**config.mk**
```make
export PLATFORM = sky130hd
export DESIGN_NAME = simple_bus_arbiter
export DESIGN_NICKNAME = d
export VERILOG_FILES = /design/src/rtl/simple_bus_arbiter.sv
export SDC_FILE = /design/constraint.sdc
export NUM_CORES = 1
export LEC_CHECK = 0
export BUFFER_PORTS_ARGS = -buffer_cell sky130_fd_sc_hd__buf_2
export CAP_MARGIN = 25
export CORE_MARGIN = 2
export CORE_UTILIZATION = 41
export CTS_BUF_LIST = sky130_fd_sc_hd__clkbuf_8
export CTS_CLUSTER_SIZE = 16
export DETAILED_ROUTE_END_ITERATION = 8
export GPL_ROUTABILITY_DRIVEN = 1
export GPL_TIMING_DRIVEN = 1
export HOLD_SLACK_MARGIN = 0.03
export PLACE_DENSITY = 0.91
export SLEW_MARGIN = 25
export SYNTH_ARGS = -nofsm -noshare
export SYNTH_HDL_FRONTEND = slang
export SYNTH_SLANG_ARGS = --single-unit
```
**constraint.sdc**
```tcl
create_clock -name clk -period 2.8 [get_ports clk]
set_input_delay 0.14 -clock clk [delete_from_list [all_inputs] [get_ports clk]]
set_output_delay 0.14 -clock clk [all_outputs]
set_load 0.02 [all_outputs]
```
**src/rtl/simple_bus_arbiter.sv**
```systemverilog
// simple_bus_arbiter: round-robin arbiter sharing one simple_bus slave among
// N_MASTERS requesters. A grant is held from selection through start and
// until the slave reports rdy (or until the master drops req before starting).
// Optional feature macro: SIMPLE_BUS_ARB_TIMEOUT_EN revokes a grant that is
// held for TIMEOUT cycles without a start and pulses timeout_err.
module simple_bus_arbiter #(
  parameter int N_MASTERS = 4,
  parameter int TIMEOUT   = 16,
  parameter int GW        = $clog2(N_MASTERS)
) (
  input  logic                   clk,
  input  logic                   rst,
  input  logic [N_MASTERS-1:0]   m_req,
  output logic [N_MASTERS-1:0]   m_gnt,
  input  logic [8*N_MASTERS-1:0] m_addr,
  input  logic [2*N_MASTERS-1:0] m_mode,
  input  logic [N_MASTERS-1:0]   m_start,
  input  logic [8*N_MASTERS-1:0] m_wdata,
  output logic [N_MASTERS-1:0]   m_rdy,
  output logic [7:0]             m_rdata,
  output logic                   s_req,
  output logic [7:0]             s_addr,
  output logic [1:0]             s_mode,
  output logic                   s_start,
  output logic [7:0]             s_wdata,
  input  logic [7:0]             s_rdata,
  input  logic                   s_rdy,
  output logic                   timeout_err
);

  typedef enum logic [1:0] {IDLE, GRANT, BUSY} state_t;

  state_t               state;
  logic [GW-1:0]        g;
  logic [GW-1:0]        last;
  logic [GW-1:0]        pick;
  logic [N_MASTERS-1:0] pick_onehot;
  logic                 any_req;
  logic                 found;
  logic                 req_g;
  logic                 start_g;
  logic [7:0]           sel_addr;
  logic [1:0]           sel_mode;
  logic [7:0]           sel_wdata;

  // Reject parameter values outside the supported range at elaboration time.
  if (N_MASTERS < 2 || N_MASTERS > 8 || TIMEOUT < 1 || TIMEOUT > 255) begin : g_param_check
    $error("simple_bus_arbiter: N_MASTERS must be 2..8 and TIMEOUT 1..255");
  end

  // Pick the first requester strictly after the last released master, wrapping around.
  always_comb begin
    pick    = last;
    found   = 1'b0;
    any_req = |m_req;
    for (int i = 1; i <= N_MASTERS; i++) begin
      for (int j = 0; j < N_MASTERS; j++) begin
        if (!found && m_req[j] && (j == (int'(last) + i) % N_MASTERS)) begin
          found = 1'b1;
          pick  = GW'(j);
        end
      end
    end
  end

  // One-hot form of the pick, loaded into m_gnt when a grant is issued.
  always_comb begin
    pick_onehot = '0;
    for (int j = 0; j < N_MASTERS; j++) begin
      pick_onehot[j] = (int'(pick) == j);
    end
  end

  // Select the granted master's request, start and bus fields.
  always_comb begin
    req_g     = 1'b0;
    start_g   = 1'b0;
    sel_addr  = '0;
    sel_mode  = '0;
    sel_wdata = '0;
    for (int j = 0; j < N_MASTERS; j++) begin
      if (int'(g) == j) begin
        req_g     = m_req[j];
        start_g   = m_start[j];
        sel_addr  = m_addr[8*j +: 8];
        sel_mode  = m_mode[2*j +: 2];
        sel_wdata = m_wdata[8*j +: 8];
      end
    end
  end

  // Drive the slave side only while a master owns the bus; rdy goes back to the owner alone.
  always_comb begin
    s_req   = 1'b0;
    s_addr  = '0;
    s_mode  = '0;
    s_start = 1'b0;
    s_wdata = '0;
    m_rdata = s_rdata;
    m_rdy   = '0;
    if (state != IDLE) begin
      s_req   = (state == BUSY) ? 1'b1 : req_g;
      s_addr  = sel_addr;
      s_mode  = sel_mode;
      s_start = start_g;
      s_wdata = sel_wdata;
    end
    for (int j = 0; j < N_MASTERS; j++) begin
      m_rdy[j] = (state == BUSY) && (int'(g) == j) && s_rdy;
    end
  end

`ifdef SIMPLE_BUS_ARB_TIMEOUT_EN
  logic [7:0] to_cnt;

  // Arbitration FSM with grant timeout: start beats timeout, and only GRANT is timed.
  always_ff @(posedge clk or posedge rst) begin
    if (rst) begin
      state       <= IDLE;
      g           <= '0;
      last        <= GW'(N_MASTERS - 1);
      m_gnt       <= '0;
      to_cnt      <= '0;
      timeout_err <= 1'b0;
    end else begin
      timeout_err <= 1'b0;
      case (state)
        IDLE: begin
          if (any_req) begin
            g      <= pick;
            m_gnt  <= pick_onehot;
            to_cnt <= '0;
            state  <= GRANT;
          end
        end
        GRANT: begin
          if (start_g) begin
            state <= BUSY;
          end else if (!req_g) begin
            last  <= g;
            m_gnt <= '0;
            state <= IDLE;
          end else if (to_cnt == 8'(TIMEOUT - 1)) begin
            last        <= g;
            m_gnt       <= '0;
            timeout_err <= 1'b1;
            state       <= IDLE;
          end else begin
            to_cnt <= to_cnt + 8'd1;
          end
        end
        BUSY: begin
          if (s_rdy) begin
            last  <= g;
            m_gnt <= '0;
            state <= IDLE;
          end
        end
        default: begin
          m_gnt <= '0;
          state <= IDLE;
        end
      endcase
    end
  end
`else
  assign timeout_err = 1'b0;

  // Arbitration FSM: a grant is held until start, or until the master drops req first.
  always_ff @(posedge clk or posedge rst) begin
    if (rst) begin
      state <= IDLE;
      g     <= '0;
      last  <= GW'(N_MASTERS - 1);
      m_gnt <= '0;
    end else begin
      case (state)
        IDLE: begin
          if (any_req) begin
            g     <= pick;
            m_gnt <= pick_onehot;
            state <= GRANT;
          end
        end
        GRANT: begin
          if (start_g) begin
            state <= BUSY;
          end else if (!req_g) begin
            last  <= g;
            m_gnt <= '0;
            state <= IDLE;
          end
        end
        BUSY: begin
          if (s_rdy) begin
            last  <= g;
            m_gnt <= '0;
            state <= IDLE;
          end
        end
        default: begin
          m_gnt <= '0;
          state <= IDLE;
        end
      endcase
    end
  end
`endif

endmodule

```
==> results of run 1 <==
## sequential cells by signal, indices dropped and copies added, names as in the netlist
signal / cells
g: 2
m_gnt: 4
state: 2
last: 2
## per-stage QoR
step | hold slack [ps] | total power, mW
finish | 119 | 1.96
global route | 144 | 2.11
CTS | 121 | 1.98
detailed placement | 139 | 1.79
global placement | 127 | 1.75
floorplan | -21.3 | 1.45
## cells by family after synthesis
family	share of synthesized area (%)
AO/OA/AOI/OAI	9.57
buffers and inverters	9.94
flip-flops	18.9
multiplexers	40.8
other	0.281
AND/OR/NAND/NOR	20.5
## worst max-delay path, cell delays in order (launching register included)
cell     delay, ps
dfrtp_1        840
buf_4          380
mux4_2         530
nor2b_1        150
buf_2          160
## cell type report
class	count	area share (%)
Clock buffer	4	2.88
Inverter	4	0.786
Multi-Input combinational cell	94	49.7
Sequential cell	10	13.2
Tap cell	44	2.88
Timing Repair Buffer	114	30.5
## routing by layer
layer,up-vias,part of all wire [%]
li1,667,-
met1,700,36
met2,68,55
met3,2,9.1
met4,0,0.62
met5,-,0
## power by group through the flow
stage	sequential, mW	clock, mW	combinational (mW)
finish	0.375	0.181	1.41
global route	0.396	0.195	1.52
CTS	0.376	0.185	1.42
detailed placement	0.380	0	1.41
global placement	0.372	0	1.38
floorplan	0.295	0	1.15
## cells in the final DEF (no fill, tap or decap), drive strengths merged, types with 3 or more instances in the layout
master / count
mux2: 3
inv: 4
mux2i: 6
nor2b: 21
dfrtp: 8
a21oi: 3
clkbuf: 4
nor3: 3
nand2: 5
mux4: 20
nor2: 9
buf: 113
## how the worst max path moves through the flow
stage,cells after the start,slack (ps),end
2_1_floorplan,3,1170,m_rdy[1]
3_3_place_gp,4,580,s_wdata[2]
3_5_place_dp,4,550,s_wdata[1]
4_1_cts,4,290,s_wdata[1]
5_1_grt,4,130,s_wdata[1]
6_report,4,350,s_wdata[1]
==> flow_summary_export.csv, run 1 <==
group,metric,value,unit
clock_network,cts_tree,"built",
layout,drive_gt1_share,64.2,%
worst_setup_path,rr_startpoint,"g[0]$_DFFE_PP0P_",
route,drt-total-wl,4.01,mm
synthesis,ys_ff_latch,10,
route,vias,1437,
timing,rsz0062_at_grt,"false",
clock_network,cts_num_sinks,10,
synthesis,synth.most_common_cell,"nor2b_1",
die,num_rows,20,
timing,maxSlewHeadroom,48.0,%
timing,slew_viol_final,0,
synthesis,avgSynthCellArea,10.7,µm²
route,drt_pass1_iterations,4,
placement,dp.cells,265,
global_route,grt.overflow.total,0,
worst_setup_path,required,2660,ps
pwr,combPwrFrac,71.7,%
placement,post-place-ws,548,ps
layout,utilization,62.0,%
global_route,grt_use_met3,4.20,%
global_route,grt_use_met2,39.1,%
job,cap_violations,0,
synthesis,synth_async_sr_flop_share,100,%
synthesis,syn_nets,216,
timing,maxClockFrequency,408,MHz
clock_network,post_cts_resize_count,0,
clock_network,cts-htree-levels,1,
layout,instances_no_fill,270,
worst_setup_path,r2r_setup_slack,610,ps
placement,post-dp-hpwl,3.34,mm
route,viasPerCell,5.32,
die,die_height,61.0,µm
worst_hold_path,holdPathStages,2,
worst_setup_path,rr_worst_depth,5,
synthesis,synth_ff_type,"dfrtp_1",
worst_setup_path,end_kind,"primary output",
timing,period_minus_slack,2450,ps
timing,tightest_slew,780,ps
worst_setup_path,path_class,"flip-flop to primary output",
clock_network,cts_root_buffer,"clkbuf_8",
die,start_util,43.3,%
pwr,power.leakage,0.969,nW
synthesis,yosys_warnings,0,
clock_network,cts_setup_buffers,0,
layout,fillers,276,
pwr,vdd_drop_max,0.000541,V
outcome,status,"finished, final reports clean",
synthesis,syn_inst,125,
timing,hold_viol_final,0,
worst_hold_path,min_from,"s_rdy",
worst_setup_path,worstSetupStartpoint,"g[0]$_DFFE_PP0P_",
clock_network,cts_made_buffers,3,
clock_network,postCtsHoldBufs,1,
synthesis,synth-edff-count,0,
synthesis,synth_area_leader_cell,"mux4_2",
synthesis,ys_seq_area_share,18.9,%
global_route,grt_pass1_wl,5.45,mm
route,remaining_drc_errors,0,
layout,finalNetCount,318,
pwr,switchingPower,928,µW
global_route,grt_max_degree,20,
synthesis,synth_top_area_share,33.8,%
global_route,grt_pass1_vias,1322,
pwr,seq_power_share,19.1,%
placement,placed_cell_area,0.00184,mm²
layout,multi_input_area,948,µm²
worst_hold_path,hold_end,"state[1]$_DFFE_PP0P_",
worst_setup_path,critPathMaxFanout,17,
route,ant_nets,0,
timing,clock_skew,4.18,ps
timing,setup_viol,0,
clock_network,clock_path_buffers,2,
layout,final_area,0.00191,mm²
die,dieArea,0.00373,mm²
worst_setup_path,timing.rr.end,"last[1]$_DFFE_PP1P_",
layout,seq_area,253,µm²
placement,gp_congestion,0.848,
worst_setup_path,worstPathArrival,2310,ps
placement,port_buffers,110,
die,die_width,61.0,µm
global_route,antenna_found_initial,0,
die,fp.coreArea,0.00308,mm²
worst_hold_path,min_path_type,"input port to flip-flop",
global_route,busiest_layer,"met2",
clock_network,path_clk_slew,50,ps
timing,fin_ws,350,ps
timing,post-route-period-util,87.5,%
global_route,grtUsageMet1,19.8,%
synthesis,synth_area_leaders,"mux4_2 (34%), dfrtp_1 (15%), nor2b_1 (9.8%), buf_4 (6.8%), mux2i_1 (4.5%)",
timing,fin_tns_setup,0,ps
pwr,power_density,1030,mW/mm²
clock_network,clock_latency,240,ps
pwr,power.share.clock,9.2,%
worst_setup_path,worst_setup_path_start_kind,"flip-flop",
route,wl_per_cell,14.8,µm
route,drt_iter0_drc,38,
global_route,grt_usage,19.4,%
synthesis,ys_types,34,
pwr,power.internal,1.03,mW
layout,area_delta_synth_final,43.2,%
synthesis,syn_area,0.00133,mm²
die,io_pins,128,
layout,antenna_cells,0,
pwr,switching_share,47.3,%
synthesis,netlist_top_cells_count,"nor2b_1 (21), mux4_2 (20), buf_4 (12), dfrtp_1 (8), nor2_1 (8)",
No activity file was read; power rests on OpenSTA's default activity.
==> inputs of run 2 (changes only) <==
--- a/config.mk
+++ b/config.mk
@@ -8,14 +8,14 @@
 export BUFFER_PORTS_ARGS = -buffer_cell sky130_fd_sc_hd__buf_2
 export CAP_MARGIN = 25
 export CORE_MARGIN = 2
-export CORE_UTILIZATION = 41
+export CORE_UTILIZATION = 38
 export CTS_BUF_LIST = sky130_fd_sc_hd__clkbuf_8
 export CTS_CLUSTER_SIZE = 16
 export DETAILED_ROUTE_END_ITERATION = 8
 export GPL_ROUTABILITY_DRIVEN = 1
 export GPL_TIMING_DRIVEN = 1
 export HOLD_SLACK_MARGIN = 0.03
-export PLACE_DENSITY = 0.91
+export PLACE_DENSITY = 0.85
 export SLEW_MARGIN = 25
 export SYNTH_ARGS = -nofsm -noshare
 export SYNTH_HDL_FRONTEND = slang
==> constraint.sdc (replaced) <==
create_clock -name clk -period 2.5 [get_ports clk]
set_input_delay 0.125 -clock clk [delete_from_list [all_inputs] [get_ports clk]]
set_output_delay 0.125 -clock clk [all_outputs]
set_load 0.02 [all_outputs]
==> run 2 against run 1 <==
Compared with the run above: wire length grew 4.6%; clock-buffer cell count shrank 1; sequential cell count is the same; hold slack lost 5.6 ps; largest power group unchanged; largest cell class unchanged; first-iteration DRC count shrank 45%; combinational power grew 16%.
==> flow_summary_export.csv, run 2 (same netlist as run 1, synthesis figures left out) <==
group,metric,value,unit
placement,gp_congestion,0.850,
global_route,antenna_found_initial,0,
worst_setup_path,timing.rr.end,"last[1]$_DFFE_PP1P_",
die,io_pins,128,
worst_setup_path,rr_worst_depth,5,
timing,rsz0062_at_grt,"false",
worst_setup_path,end_kind,"primary output",
timing,post-route-period-util,83.3,%
timing,timing.hold.ws,114,ps
placement,placed_cell_area,0.00185,mm²
timing,period_minus_slack,2080,ps
clock_network,path_clk_slew,50,ps
clock_network,postCtsHoldBufs,1,
layout,area_delta_synth_final,43.2,%
job,cap_violations,0,
clock_network,clock_path_buffers,2,
layout,finalNetCount,319,
timing,maxSlewHeadroom,58.9,%
clock_network,cts_root_buffer,"clkbuf_8",
global_route,grt_pass1_vias,1436,
worst_setup_path,worst_setup_path_start_kind,"flip-flop",
placement,post-place-ws,644,ps
timing,clock_skew,1.58,ps
worst_hold_path,holdPathStages,2,
layout,final_area,0.00191,mm²
worst_setup_path,critPathMaxFanout,27,
worst_setup_path,path_class,"flip-flop to primary output",
worst_setup_path,crit_path_cell_trace,"buf_4 -> mux4_2 -> nor2b_1 -> buf_2",
die,die_width,63.2,µm
route,ant_nets,0,
layout,largest-register,"m_gnt",
worst_setup_path,rr_startpoint,"g[0]$_DFFE_PP0P_",
layout,utilization,56.8,%
die,die_height,63.2,µm
die,dieArea,0.00400,mm²
layout,final_cell_mix,"buf_2 (110), nor2b_1 (21), mux4_2 (20)",
layout,final_common_cell,"buf_2",
clock_network,cts_setup_buffers,0,
worst_hold_path,min_from,"s_rdy",
route,viasPerCell,5.22,
global_route,grt_pass1_wl,6.56,mm
global_route,grt_max_degree,28,
clock_network,post_cts_resize_count,0,
route,vias,1424,
route,remaining_drc_errors,0,
clock_network,clock_latency,230,ps
timing,setup_viol,0,
route,drt_pass1_iterations,4,
global_route,grt.overflow.total,0,
worst_setup_path,required,2380,ps
route,wl_per_cell,15.4,µm
worst_setup_path,r2r_setup_slack,660,ps
timing,hold_viol_final,0,
timing,fin_ws,419,ps
die,fp.coreArea,0.00336,mm²
timing,slew_viol_final,0,
clock_network,cts-htree-levels,1,
worst_setup_path,worstPathArrival,1960,ps
clock_network,cts_num_sinks,10,
placement,post-dp-hpwl,3.54,mm
worst_hold_path,hold_end,"state[1]$_DFFE_PP0P_",
pwr,power_density,1140,mW/mm²
outcome,status,"finished, final reports clean",
worst_setup_path,critPathSlowestCell,"mux4_2",
worst_setup_path,cpPeakStageDelay,560,ps
placement,port_buffers,110,
layout,drive_gt1_share,63.9,%
route,drt-total-wl,4.19,mm
pwr,power.leakage,0.972,nW
pwr,power,2.18,mW
clock_network,cts_tree,"built",
worst_hold_path,min_path_type,"input port to flip-flop",
clock_network,cts_made_buffers,3,
die,num_rows,21,
timing,fin_tns_setup,0,ps
global_route,grt_usage,20.6,%
timing,maxClockFrequency,480,MHz
placement,dp.cells,268,
pwr,vdd_drop_max,0.000583,V
die,start_util,39.7,%
layout,antenna_cells,0,
layout,instances_no_fill,273,
timing,tightest_slew,613,ps
route,drt_iter0_drc,21,
layout,largest_reg_flops,4,
[run 2: worst max path at each step]
| stage | start | endpoint | slack (ps) | depth (start not counted) |
|---|---|---|---|---|
| after detailed placement | g[0]$_DFFE_PP0P_ | last[1]$_DFFE_PP1P_ | 640 | 5 |
| after CTS | g[0]$_DFFE_PP0P_ | s_addr[3] | 400 | 4 |
| after global placement | g[0]$_DFFE_PP0P_ | last[0]$_DFFE_PP1P_ | 700 | 5 |
| after floorplan | state[0]$_DFFE_PP0P_ | m_rdy[1] | 890 | 3 |
| after global routing | g[0]$_DFFE_PP0P_ | s_addr[0] | 290 | 4 |
| final | g[0]$_DFFE_PP0P_ | s_wdata[5] | 420 | 4 |
[run 2: layer usage]
| layer | part of all wire (%) | wire, µm | track usage (%) | vias up |
|---|---|---|---|---|
| met5 | 0 | 0 | 0 | - |
| met1 | 35 | 1490 | 20.3 | 686 |
| met4 | 1.4 | 59 | 7.07 | 0 |
| li1 | - | - | - | 669 |
| met3 | 9.2 | 385 | 6.07 | 8 |
| met2 | 54 | 2260 | 40.3 | 61 |
[run 2: layout make-up]
class	count	area, µm²
inverter	4	15.0
clock inverter	1	3.75
timing repair buffer	115	591
sequential	10	253
multi-input combinational	94	948
clock buffer	3	41.3
tap	46	57.6
fill	308	1450
[run 2: power by group]
group	total (mW)	switching [mW]	internal (mW)	leakage, nW
Combinational	1.63	0.846	0.787	0.824
Sequential	0.375	0.130	0.245	0.122
Clock	0.167	0.0602	0.107	0.0269
Total	2.18	1.04	1.14	0.972
[run 2: critical path: cells and delay by family, from the launching register on]
family | cells | cell delay (ps)
AND/OR/NAND/NOR | 1 | 150
flip-flops | 1 | 430
multiplexers | 1 | 560
buffers and inverters | 2 | 580
